[src/rtl/if_fetch_unit_pkg.sv]
// Shared fetch-stage definitions: FSM state encodings, reset/NOP constants,
// and the pc/inst packet carried through the skid slot.
package if_fetch_unit_pkg;

  typedef enum logic [1:0] {
    ST_IDLE    = 2'd0,
    ST_FETCH   = 2'd1,
    ST_HOLD    = 2'd2,
    ST_DISCARD = 2'd3
  } fetch_state_e;

  localparam logic [31:0] RESET_PC = 32'h0000_0000;
  localparam logic [31:0] NOP_INST = 32'h0000_0013;

  typedef struct packed {
    logic [31:0] pc;
    logic [31:0] inst;
  } fetch_pkt_t;

  function automatic logic [31:0] align_pc(input logic [31:0] addr);
    return addr & ~32'h0000_0003;
  endfunction

endpackage

[src/rtl/if_fetch_unit_if.sv]
// Fetch-stage bundle: I-cache request/response, redirect, decode stall and IF/ID register.
// master = fetch unit side, slave = surrounding pipeline / cache side.
interface if_fetch_unit_if;
  logic        ic_req_valid;
  logic [31:0] ic_req_addr;
  logic [31:0] ic_resp_data;
  logic        ic_resp_ready;
  logic        redirect_valid;
  logic [31:0] redirect_pc;
  logic        id_stall;
  logic        if_id_valid;
  logic [31:0] if_id_pc;
  logic [31:0] if_id_inst;

  modport master (
    output ic_req_valid, ic_req_addr, if_id_valid, if_id_pc, if_id_inst,
    input  ic_resp_data, ic_resp_ready, redirect_valid, redirect_pc, id_stall
  );

  modport slave (
    input  ic_req_valid, ic_req_addr, if_id_valid, if_id_pc, if_id_inst,
    output ic_resp_data, ic_resp_ready, redirect_valid, redirect_pc, id_stall
  );
endinterface

[src/rtl/if_fetch_unit_skid_slot.sv]
// One-entry pc/inst holding register for a fetch that completes while decode is stalled.
// Latency: contents visible the cycle after load.
// Backpressure: none internally; the owner only loads when empty and unloads when full.
module if_skid_slot
  import if_fetch_unit_pkg::*;
(
  input  logic       clk,
  input  logic       rst,
  input  logic       load,
  input  logic       unload,
  input  logic       clear,
  input  fetch_pkt_t load_pkt,
  output fetch_pkt_t pkt,
  output logic       full
);

  always_ff @(posedge clk) begin
    if (rst || clear) begin
      full <= 1'b0;
      pkt  <= '0;
    end else if (load) begin
      full <= 1'b1;
      pkt  <= load_pkt;
    end else if (unload) begin
      full <= 1'b0;
    end
  end

endmodule

[src/rtl/if_fetch_unit.sv]
// Instruction fetch stage: owns the pc, issues one I-cache request at a time, fills IF/ID.
// Latency: instruction on if_id_* the cycle after ic_resp_ready.
// Backpressure: id_stall parks one completed fetch in the skid slot and suspends requests.
module if_fetch_unit
  import if_fetch_unit_pkg::*;
(
  input  logic            clk,
  input  logic            rst,
  if_fetch_unit_if.master bus
);

  fetch_state_e state;
  logic [31:0]  pc;
  logic [31:0]  req_addr;
  logic [31:0]  pc_next_seq;
  logic [31:0]  redirect_tgt;
  logic         slot_free;
  logic         fetch_done;
  logic         skid_load;
  logic         skid_unload;
  logic         skid_full;
  fetch_pkt_t   skid_in;
  fetch_pkt_t   skid_pkt;

  assign redirect_tgt = align_pc(bus.redirect_pc);
  assign pc_next_seq  = pc + 32'd4;
  assign slot_free    = !bus.if_id_valid || !bus.id_stall;
  assign fetch_done   = (state == ST_FETCH) && bus.ic_resp_ready && !bus.redirect_valid;
  assign skid_load    = fetch_done && !slot_free;
  assign skid_unload  = (state == ST_HOLD) && skid_full && !bus.redirect_valid && !bus.id_stall;
  assign skid_in      = '{pc: req_addr, inst: bus.ic_resp_data};

  // A request stays visible in DISCARD: the cache cannot abort it, so it must be drained.
  assign bus.ic_req_valid = (state == ST_FETCH) || (state == ST_DISCARD);
  assign bus.ic_req_addr  = req_addr;

  if_skid_slot u_skid (
    .clk      (clk),
    .rst      (rst),
    .load     (skid_load),
    .unload   (skid_unload),
    .clear    (bus.redirect_valid),
    .load_pkt (skid_in),
    .pkt      (skid_pkt),
    .full     (skid_full)
  );

  always_ff @(posedge clk) begin
    if (rst) begin
      state           <= ST_IDLE;
      pc              <= RESET_PC;
      req_addr        <= RESET_PC;
      bus.if_id_valid <= 1'b0;
      bus.if_id_pc    <= 32'h0;
      bus.if_id_inst  <= NOP_INST;
    end else begin
      // Decode took the current instruction; anything reloaded below overrides this.
      if (!bus.id_stall) begin
        bus.if_id_valid <= 1'b0;
        bus.if_id_inst  <= NOP_INST;
      end
      if (bus.redirect_valid) begin
        bus.if_id_valid <= 1'b0;
        bus.if_id_inst  <= NOP_INST;
        pc              <= redirect_tgt;
        case (state)
          ST_IDLE, ST_HOLD: begin
            state    <= ST_FETCH;
            req_addr <= redirect_tgt;
          end
          ST_FETCH, ST_DISCARD: begin
            if (bus.ic_resp_ready) begin
              state    <= ST_FETCH;
              req_addr <= redirect_tgt;
            end else begin
              state    <= ST_DISCARD;
            end
          end
        endcase
      end else begin
        case (state)
          ST_IDLE: begin
            state    <= ST_FETCH;
            req_addr <= pc;
          end
          ST_FETCH: begin
            if (bus.ic_resp_ready) begin
              pc       <= pc_next_seq;
              req_addr <= pc_next_seq;
              if (slot_free) begin
                bus.if_id_valid <= 1'b1;
                bus.if_id_pc    <= req_addr;
                bus.if_id_inst  <= bus.ic_resp_data;
              end else begin
                state <= ST_HOLD;
              end
            end
          end
          ST_HOLD: begin
            if (skid_unload) begin
              bus.if_id_valid <= 1'b1;
              bus.if_id_pc    <= skid_pkt.pc;
              bus.if_id_inst  <= skid_pkt.inst;
              state           <= ST_FETCH;
              req_addr        <= pc;
            end
          end
          ST_DISCARD: begin
            if (bus.ic_resp_ready) begin
              state    <= ST_FETCH;
              req_addr <= pc;
            end
          end
        endcase
      end
    end
  end

endmodule

[src/flat_wrapper.sv]
// flat-port wrapper written by rule: the top's interface ports become plain ports
module if_fetch_unit_flat import if_fetch_unit_pkg::*;
  (clk, rst, bus_ic_req_valid, bus_ic_req_addr, bus_if_id_valid, bus_if_id_pc, bus_if_id_inst, bus_ic_resp_data, bus_ic_resp_ready, bus_redirect_valid, bus_redirect_pc, bus_id_stall);
  if_fetch_unit_if bus_i ();
  input  logic clk;
  input  logic rst;
  output wire logic [$bits(bus_i.ic_req_valid)-1:0] bus_ic_req_valid;
  output wire logic [$bits(bus_i.ic_req_addr)-1:0] bus_ic_req_addr;
  output wire logic [$bits(bus_i.if_id_valid)-1:0] bus_if_id_valid;
  output wire logic [$bits(bus_i.if_id_pc)-1:0] bus_if_id_pc;
  output wire logic [$bits(bus_i.if_id_inst)-1:0] bus_if_id_inst;
  input wire logic [$bits(bus_i.ic_resp_data)-1:0] bus_ic_resp_data;
  input wire logic [$bits(bus_i.ic_resp_ready)-1:0] bus_ic_resp_ready;
  input wire logic [$bits(bus_i.redirect_valid)-1:0] bus_redirect_valid;
  input wire logic [$bits(bus_i.redirect_pc)-1:0] bus_redirect_pc;
  input wire logic [$bits(bus_i.id_stall)-1:0] bus_id_stall;
  assign bus_ic_req_valid = bus_i.ic_req_valid;
  assign bus_ic_req_addr = bus_i.ic_req_addr;
  assign bus_if_id_valid = bus_i.if_id_valid;
  assign bus_if_id_pc = bus_i.if_id_pc;
  assign bus_if_id_inst = bus_i.if_id_inst;
  assign bus_i.ic_resp_data = bus_ic_resp_data;
  assign bus_i.ic_resp_ready = bus_ic_resp_ready;
  assign bus_i.redirect_valid = bus_redirect_valid;
  assign bus_i.redirect_pc = bus_redirect_pc;
  assign bus_i.id_stall = bus_id_stall;
  if_fetch_unit u_core (.clk(clk), .rst(rst), .bus(bus_i));
endmodule
[config.mk]
export PLATFORM = sky130hd
export DESIGN_NAME = if_fetch_unit_flat
export DESIGN_NICKNAME = d
export VERILOG_FILES = /design/src/rtl/if_fetch_unit_pkg.sv /design/src/rtl/if_fetch_unit_if.sv /design/src/rtl/if_fetch_unit_skid_slot.sv /design/src/rtl/if_fetch_unit.sv /design/src/flat_wrapper.sv
export SDC_FILE = /design/constraint.sdc
export NUM_CORES = 1
export LEC_CHECK = 0
export CAP_MARGIN = 30
export CORE_MARGIN = 8
export CORE_UTILIZATION = 45
export CTS_CLUSTER_SIZE = 12
export DETAILED_ROUTE_END_ITERATION = 8
export GPL_TIMING_DRIVEN = 1
export MAX_ROUTING_LAYER = met4
export PLACE_DENSITY_LB_ADDON = 0.1
export SLEW_MARGIN = 20
export SYNTH_ARGS = -nofsm -noshare
export SYNTH_HDL_FRONTEND = slang
export SYNTH_SLANG_ARGS = --single-unit
[constraint.sdc]
create_clock -name clk -period 5.2 [get_ports clk]
set_clock_uncertainty 0.05 [all_clocks]
set_input_delay 1.56 -clock clk [delete_from_list [all_inputs] [get_ports clk]]
set_output_delay 1.56 -clock clk [all_outputs]
set_load 0.01 [all_outputs]
**After elaboration in Yosys (flattened, before gate mapping)**

Cells that the tools add are included.

- Output and inout bits: 98
- Register bits after elaboration: 196

- Bitwise operators: 1
- Reductions and logical operators: 26
- Equality and inequality tests: 11
- $add $sub $neg: 1
- Muxes and demuxes: 34

Operators by type and width:

| cell | count |
|---|---|
| 2-to-1 mux 32 bit | 15 |
| case mux 32 bit (2 select lines) | 3 |
| case mux 32 bit (4 select lines) | 1 |
| adder 32 x 3 -> 32 bit, second input constant | 1 |
| 2-to-1 mux 2 bit | 6 |
| != test 3 bit, second input constant | 4 |
| case mux 2 bit (4 select lines) | 1 |
| AND reduction 4 bit | 2 |
| nonzero test 2 bit | 4 |
| logical AND 1 bit | 6 |
| 2-to-1 mux 1 bit | 6 |
| OR reduction 2 bit | 3 |
| AND reduction 5 bit | 1 |
| equality test 2 bit, second input constant | 2 |
| zero test 1 bit | 4 |
| != test 2 x 1 -> 1 bit, second input constant | 2 |
| case mux 2 bit (2 select lines) | 1 |
| AND reduction 2 bit | 2 |
| logical OR 1 bit | 3 |
| != test 3 x 2 -> 1 bit, second input constant | 1 |
| equality test 2 x 1 -> 1 bit, second input constant | 1 |
| zero test 2 bit | 1 |
| != test 2 bit, second input constant | 1 |
| case mux 1 bit (2 select lines) | 1 |
| NOT 1 bit | 1 |

**Longest topological paths before layout**

Gate-level depths: netlist of run 1.

- Word-level depth: 7
- Mapped depth: 9
- Mapped depth without buffers: 7

**By module**

From an unflattened synthesis of run 1, not the netlist that was laid out.

- Cell total of the unflattened synthesis: 1015
- Area, all modules: 8933.6 sq um

Modules (own cells, without submodules):

| module | seq. area each (sq um) | cells each | instances | area each (sq um) |
|---|---|---|---|---|
| if_fetch_unit | 2542.4 | 804 | 1 | 6615.1 |
| if_skid_slot | 1301.2 | 211 | 1 | 2318.5 |

**Worst setup path before layout of run 1**

OpenSTA, ideal clock, no wires.

- Kind: input to register
- Start point: input bus_id_stall
- End point: register u_core.u_skid.pkt[0] (netlist name)
- Buffers on the path: 2
- Setup slack: 2.162 ns
- Stages on the path: 6
- Arrival time: 2.918 ns
- Cells stage by stage: clkbuf_1 -> nand2_1 -> nor3_1 -> clkbuf_1 -> nand2_1 -> a21oi_1

- Longest elaborated chain between the ends: 4

Ends and longest elaborated chain:

| item | RTL line | source |
|---|---|---|
| start, declared | flat_wrapper.sv:16 | `input wire logic [$bits(bus_i.id_stall)-1:0] bus_id_stall;` |
| zero test 1 bit | if_fetch_unit.sv:27 | `assign slot_free = !bus.if_id_valid \|\| !bus.id_stall;` |
| logical OR 1 bit | if_fetch_unit.sv:27 |  |
| zero test 1 bit | if_fetch_unit.sv:29 | `assign skid_load = fetch_done && !slot_free;` |
| logical AND 1 bit | if_fetch_unit.sv:29 |  |
| end signal, assigned | if_fetch_unit_skid_slot.sv:23 | `pkt <= load_pkt;` |
| end, declared | if_fetch_unit_skid_slot.sv:13 | `output fetch_pkt_t pkt,` |

Every way passes these cells.
A chain may end at the register's enable or synchronous reset.

**Worst setup path after layout of run 1**

- Start point: register u_core.state[1]
- End point: output bus_ic_req_valid

- Longest elaborated chain between the ends: 2
- Elaborated cells between the ends (all ways): 3
- Classes of those cells: eq/ne: 2; reduce/logical: 1

Ends and longest elaborated chain:

| item | RTL line | source |
|---|---|---|
| start, declared | if_fetch_unit.sv:12 | `fetch_state_e state;` |
| start signal, assigned | if_fetch_unit.sv:50 | `state <= ST_IDLE;` |
| start signal, assigned | if_fetch_unit.sv:68 | `state <= ST_FETCH;` |
| start signal, assigned | if_fetch_unit.sv:73 | `state <= ST_FETCH;` |
| equality test 2 x 1 -> 1 bit or equality test 2 bit (tied branches) | if_fetch_unit.sv:34 | `assign bus.ic_req_valid = (state == ST_FETCH) \|\| (state == ST_DISCARD);` |
| logical OR 1 bit (*) | if_fetch_unit.sv:34 |  |
| end, declared | flat_wrapper.sv:7 | `output wire logic [$bits(bus_i.ic_req_valid)-1:0] bus_ic_req_valid;` |

Every way passes the cells marked *; elsewhere a longest branch is shown, timed or not.

==> out/qor.yml, run 1 <==
power.internal_w: 0.002556
finalHoldViolations: 0
crit_chain: "inv_1, ha_1, buf_4, or2_2, clkdlybuf4s50_1"
clk_pin_slew_worst_paths_ps: 70
numClockSinks: 188
totalWireLength_um: 26060
start_kind: "flip-flop"
io_buffers: 160
mostFrequentLayoutCells: "sky130_fd_sc_hd__dfxtp_1 (188), sky130_fd_sc_hd__nand2_1 (187), sky130_fd_sc_hd__clkdlybuf4s50_1 (159), sky130_fd_sc_hd__nor2_1 (113), sky130_fd_sc_hd__a21oi_1 (103)"
cts_post_setup_buffers_inserted: 0
dp_hpwl_um: 17460
timing.max_cap.violations: 0
number_of_antenna_violations_at_the_first_check_in_global_routing: 0
synth-edff-count: 0
cts-root-to-sink-buffers: 2
total_switching_power_w: 0.001082
drc: 0
antennaDiodeCount: 0
finalWeightedCongestion: 0.8408
share_of_synthesized_registers_carrying_an_async_set_or_reset_pct: 0
slew_limit_fails: 0
synth_sequential_area_ratio_pct: 42.43
ir_worst_vdd_v: 0.0002721
worst_path_largest_cell_delay_ps: 520
min_period_ps: 3776
share_of_cell_area_taken_by_muxes_after_synthesis_pct: 3.724
h-tree-depth: 4
overflow: 0
die_area_um2: 24460
yosysWarningCount: 0
cp_data_required_time_ps: 3590
top_fanout_value_on_the_critical_path: 25
grt_max_degree: 83
clock_tree_from_tritoncts: "yes"
holdBufCountCts: 0
power-per-cell-area_nw_per_um2: 324.3
starting_density_of_the_core_pct: 45.72
netSwitchingFraction_pct: 29.75
setup.worst_path.class: "reg2out"
clockRootBuffer: "sky130_fd_sc_hd__clkbuf_16"
global_route_wire_length_before_repair_um: 41760
syn2layout_area_growth_pct: 26.49
design.portCount: 167
avg_wl_per_cell_um: 17.51
timing.final.setup_violations: 0
setup-tns-final_ps: 0
synthCells: 1103
row_count: 51
achievable-frequency_mhz: 264.8
numCtsBuffers: 17
synth-seq-cells: 188
crit_slowest_cell: "sky130_fd_sc_hd__clkdlybuf4s50_1"
cts.repair.resized: 0
power.leakage_nw: 3.586
setup.worst_path.end_class: "output pin"
slew_headroom_pct: 34.39
detail_route.iter0.violations: 640
post_synth_xor_area_fraction_pct: 4.246
fin_total_pwr_w: 0.003638
die_w_um: 156.4
main_combinational_cell_family_by_area_after_synthesis: "compound AO/OA/AOI/OAI gates"
synth_compound_area_share_pct: 23.09
dr_pass1_iterations: 5
vert_die_dim_um: 156.4
clock_power_share_pct: 37.0
first_global_vias: 7704
synthAdderAreaFrac_pct: 0.5643
type_of_the_most_critical_hold_path: "reg2reg"
worstPathArrival_ps: 2170
netlist-cell-type-count: 62
routed_via_density: 5.495
routed-via-count: 8177
timing_worst_slew_pin_value_ps: 984.2
final_common_cell: "sky130_fd_sc_hd__dfxtp_1"
seqPwrFrac_pct: 44.3
comb_power_share_pct: 18.7
yosys_most_used_dff: "sky130_fd_sc_hd__dfxtp_1"
syn_area_per_cell_um2: 8.041
run_status: "finished clean"
period_share_pct: 72.62
synth_simple_gate_area_share_pct: 20.12
drt.antenna.violating_nets: 0
setup_repair_after_global_routing_missed_its_margin: "false"
final_layout_size_suffix_gt1_share_pct: 6.214
floorplan.core_area_um2: 19400
synthesized_area_um2: 8870
finalNetCount: 1283
worst_skew_pair.late_latency_ps: 430
grt_use_total_pct: 21.70
==> final cells by class <==
cell class / count / area, um2
Clock buffer: 17 / 425.4
Clock inverter: 15 / 176.4
Fill cell: 1880 / 8179
Inverter: 29 / 108.9
Multi-Input combinational cell: 791 / 4632
Sequential cell: 188 / 3764
Tap cell: 265 / 331.6
Timing Repair Buffer: 183 / 1782
==> sequential cells by signal, summed over array words and instances, names as in the netlist <==
register and flops:
u_core.state 2, u_core.bus.if_id_valid 1, u_core.pc 30, u_core.bus.if_id_inst 32, u_core.u_skid.full 1, u_core.bus.if_id_pc 30
u_core.u_skid.pkt 62, u_core.bus.ic_req_addr 30
==> routing by layer <==
| metal | part of all wire, % | GRT usage, % | wire length [um] | vias to the layer above |
|---|---|---|---|---|
| li1 | - | - | - | 4114 |
| met1 | 48 | 28.72 | 12510 | 3864 |
| met2 | 46 | 34.13 | 11980 | 188 |
| met3 | 5.3 | 4.302 | 1385 | 11 |
| met4 | 0.70 | 3.936 | 183 | 0 |
| met5 | 0 | - | 0 | - |
==> kinds of logic after synthesis <==
logic type / after synthesis
buffers and inverters: 127
DFF: 188
xor gates and xnor gates: 43
AOI/OAI and AO/OA: 308
and+or+nand+nor: 399
adders and majority gates: 4
other: 1
muxes: 33
==> path summary, 6_finish.rpt <==
| path | start | endpoint | slack, ps | cells past startpoint |
|---|---|---|---|---|
| setup / recovery | u_core.state[1] | bus_ic_req_valid | 1420 | 5 |
| hold / removal | u_core.u_skid.pkt[1] | u_core.u_skid.pkt[1] | 400 | 2 |
| setup reg to reg | u_core.state[1] | u_core.bus.ic_req_addr[26] | 2260 | 8 |
| hold reg to reg | u_core.u_skid.pkt[1] | u_core.u_skid.pkt[1] | 400 | 2 |
==> synth_stat cells (5+ instances only) <==
library cell	count	area share [%]
sky130_fd_sc_hd__a211oi_1	54	4.6
sky130_fd_sc_hd__a21oi_1	103	5.8
sky130_fd_sc_hd__a222oi_1	11	1.2
sky130_fd_sc_hd__a22oi_1	17	1.4
sky130_fd_sc_hd__a31oi_1	5	0.35
sky130_fd_sc_hd__and3_1	5	0.35
sky130_fd_sc_hd__buf_1	7	0.30
sky130_fd_sc_hd__buf_2	17	0.96
sky130_fd_sc_hd__clkbuf_1	70	3.0
sky130_fd_sc_hd__dfxtp_1	188	42
sky130_fd_sc_hd__inv_1	28	1.2
sky130_fd_sc_hd__mux2i_1	33	3.7
sky130_fd_sc_hd__nand2_1	189	8.0
sky130_fd_sc_hd__nand2b_1	6	0.42
sky130_fd_sc_hd__nand3_1	17	0.96
sky130_fd_sc_hd__nand4_1	16	1.1
sky130_fd_sc_hd__nor2_1	113	4.8
sky130_fd_sc_hd__nor2b_1	5	0.35
sky130_fd_sc_hd__nor3_1	16	0.90
sky130_fd_sc_hd__nor4_1	5	0.35
sky130_fd_sc_hd__o21a_1	6	0.51
sky130_fd_sc_hd__o21ai_0	47	2.7
sky130_fd_sc_hd__o22a_1	19	1.9
sky130_fd_sc_hd__or3_1	6	0.42
sky130_fd_sc_hd__xnor2_1	25	2.5
sky130_fd_sc_hd__xor2_1	18	1.8
==> per-stage QoR <==
step                cells  utilization (%)  hold WS, ps  instance area, um2  worst slack, ps
finish               1488            57.84        404.1               11220             1424
global route         1488            57.84        420.5               11220             1292
floorplan            1106                -        383.2                8881             2162
detailed placement   1456            54.73        395.8               10620             1063
CTS                  1488            57.84        405.3               11220             1402
global placement     1455            54.70        391.0               10610            920.6
==> worst max-delay path, delay by kind of cell, from the launching register on <==
kind	cells	cell delay, ps
fa+ha+maj	1	220
buf+inv	3	830
flops	1	370
simple gates	1	320
==> power groups by stage <==
| stage | Clock (W) | Combinational [W] | Sequential, W |
|---|---|---|---|
| floorplan | 0 | 0.000371 | 0.00163 |
| global placement | 0 | 0.000678 | 0.00164 |
| detailed placement | 0 | 0.000679 | 0.00164 |
| CTS | 0.00137 | 0.000683 | 0.00161 |
| global route | 0.00143 | 0.000741 | 0.00162 |
| finish | 0.00135 | 0.000680 | 0.00161 |
(Power assumes the default switching activity.)
==> run 2, diff against run 1 <==
==> constraint.sdc (replaced) <==
create_clock -name clk -period 3.2 [get_ports clk]
set_clock_uncertainty 0.05 [all_clocks]
set_input_delay 0.96 -clock clk [delete_from_list [all_inputs] [get_ports clk]]
set_output_delay 0.96 -clock clk [all_outputs]
set_load 0.01 [all_outputs]
==> run 2 against run 1 <==
Against the previous run: clock power rose by 54%; final cell count rose by 1.2%; clock-buffer cell count grew 2; non-clock buffer count rose by 18; core utilization grew 0.70 points; via count rose by 1.9%; combinational power is 69% higher; wire length increased by 2.4%; setup slack worse by 1100 ps; hold slack worse by 1.1 ps; sequential power rose by 63%; global-route usage grew 0.59 points; critical endpoint unchanged; largest cell class unchanged.
==> out/qor.yml, run 2 (same netlist as run 1, synthesis figures left out) <==
worstRegToRegCells: 6  # was 8
global_route_wire_length_before_repair_um: 42440  # was 41,760 um
holdBufCountCts: 0  # unchanged
syn2layout_area_growth_pct: 28.01  # was 26.49%
grt_max_degree: 83  # unchanged
routed-via-count: 8329  # was 8,177
top_fanout_value_on_the_critical_path: 3  # was 25
cts.repair.resized: 0  # unchanged
slew_headroom_pct: 42.57  # was 34.39%
ir_worst_vdd_v: 0.0004100  # was 0.0002721 V
io_buffers: 160  # unchanged
fin_total_pwr_w: 0.005847  # was 0.003638 W
drt.antenna.violating_nets: 0  # unchanged
mostFrequentLayoutCells: "sky130_fd_sc_hd__dfxtp_1 (188), sky130_fd_sc_hd__nand2_1 (187), sky130_fd_sc_hd__clkdlybuf4s50_1 (159), sky130_fd_sc_hd__nor2_1 (113), sky130_fd_sc_hd__a21oi_1 (103)"  # unchanged
fin_hold_ws_ps: 403.0  # was 404.1 ps
worst_skew_pair.late_latency_ps: 430  # about the same
overflow: 0  # unchanged
timing.final.setup_violations: 0  # unchanged
antennaDiodeCount: 0  # unchanged
finalNonFillerCells: 1506  # was 1,488
timing.max_cap.violations: 0  # unchanged
min_period_ps: 2884
die_area_um2: 24460  # unchanged
avg_wl_per_cell_um: 17.71  # was 17.51 um
clock_tree_from_tritoncts: "yes"  # unchanged
timing.hold.worst_path_depth: 2  # unchanged
setup_repair_after_global_routing_missed_its_margin: "false"  # unchanged
cts-root-to-sink-buffers: 2  # unchanged
dp_hpwl_um: 18350  # was 17,460 um
die_w_um: 156.4  # unchanged
detail_route.iter0.violations: 644  # was 640
final_layout_size_suffix_gt1_share_pct: 7.575  # was 6.214%
largest_register: "u_core.u_skid.pkt"  # unchanged
finalWeightedCongestion: 0.8522  # was 0.8408
post_place_cell_area_um2: 10780  # was 10,620 um2
dr_pass1_iterations: 5  # unchanged
finalNetCount: 1301  # was 1,283
power-per-cell-area_nw_per_um2: 515.0  # was 324.3 nW/um2
cp_data_required_time_ps: 2190  # was 3590 ps
slew_limit_fails: 0  # unchanged
setup.worst_path.end_class: "output pin"  # unchanged
clockRootBuffer: "sky130_fd_sc_hd__clkbuf_16"  # unchanged
achievable-frequency_mhz: 346.7
hold_start: "u_core.u_skid.pkt[5]"  # was u_core.u_skid.pkt[1]
type_of_the_most_critical_hold_path: "reg2reg"  # unchanged
setup.reg_to_reg.worst_slack_ps: 740  # was 2260 ps
h-tree-depth: 4  # unchanged
largest_register_ffs: 62  # unchanged
period_share_pct: 90.12
worst_r2r_endpoint: "u_core.bus.ic_req_addr[30]"  # was u_core.bus.ic_req_addr[26]
first_global_vias: 7789  # was 7,704
clk_pin_slew_worst_paths_ps: 70  # about the same
row_count: 51  # unchanged
run_status: "finished clean"  # unchanged
setup.worst_path.class: "reg2out"  # unchanged
numCtsBuffers: 17  # unchanged
postLayoutCellArea_um2: 11350  # was 11,220 um2
totalWireLength_um: 26680  # was 26,060 um
routed_via_density: 5.531  # was 5.495
dp.cells: 1474  # was 1,456
number_of_antenna_violations_at_the_first_check_in_global_routing: 0  # unchanged
grt_use_total_pct: 22.29  # was 21.70%
finalHoldViolations: 0  # unchanged
final_common_cell: "sky130_fd_sc_hd__dfxtp_1"  # unchanged
worstPathArrival_ps: 1870  # was 2170 ps
drc: 0  # unchanged
numClockSinks: 188  # unchanged
whs_endpoint: "u_core.u_skid.pkt[5]"  # was u_core.u_skid.pkt[1]
timing_worst_slew_pin_value_ps: 858.3  # was 984.2 ps
vert_die_dim_um: 156.4  # unchanged
starting_density_of_the_core_pct: 45.72  # unchanged
cts_post_setup_buffers_inserted: 0  # unchanged
design.portCount: 167  # unchanged
power.leakage_nw: 3.663  # was 3.586 nW
floorplan.core_area_um2: 19400  # unchanged
regToRegStartpoint: "u_core.pc[2]"  # was u_core.state[1]
startpoint: "u_core.state[1]"  # unchanged
largest_registers: "u_core.u_skid.pkt: 62 flops, u_core.bus.if_id_inst: 32 flops"  # unchanged
start_kind: "flip-flop"  # unchanged
==> run 2: where the power goes <==
group	switching (W)	internal (W)	leakage (nW)
combinational	0.000614	0.000531	1.85
sequential	0.000149	0.00247	1.53
clock	0.00101	0.00107	0.279
==> run 2: worst max-delay path by stage <==
| stage | depth (start not counted) | endpoint |
|---|---|---|
| finish | 4 | bus_ic_req_valid |
| global route | 4 | bus_ic_req_valid |
| CTS | 4 | bus_ic_req_valid |
| detailed placement | 5 | u_core.bus.if_id_inst[26] |
| global placement | 6 | u_core.bus.if_id_inst[27] |
| floorplan | 6 | u_core.u_skid.pkt[0] |
==> run 2: final cells by class <==
type | instances | area, um2
Clock buffer | 19 | 452.9
Clock inverter | 13 | 123.9
Fill cell | 1859 | 8044
Inverter | 29 | 108.9
Multi-Input combinational cell | 791 | 4632
Sequential cell | 188 | 3764
Tap cell | 265 | 331.6
Timing Repair Buffer | 201 | 1942
==> run 2: stage by stage <==
stage / util, % / worst slack (ps) / setup TNS (ps)
5_1_grt: 58.53 / 255.0 / 0
2_1_floorplan: - / 761.7 / 0
6_report: 58.53 / 316.0 / 0
3_5_place_dp: 55.56 / 99.95 / 0
4_1_cts: 58.53 / 291.1 / 0
3_3_place_gp: 55.52 / -54.10 / -505.2
==> run 2: per-layer routing <==
metal	vias to the layer above	global-route usage (%)	part of all wire, %
li1	4129	-	-
met1	3931	29.51	47
met2	248	34.15	46
met3	21	4.661	6.4
met4	0	5.584	1.2
met5	-	-	0
==> run 2: critical path, stage by stage, from the launching register on <==
cell	delay (ps)
sky130_fd_sc_hd__dfxtp_1	360
sky130_fd_sc_hd__inv_1	70
sky130_fd_sc_hd__ha_1	200
sky130_fd_sc_hd__or2_2	300
sky130_fd_sc_hd__clkdlybuf4s50_1	520
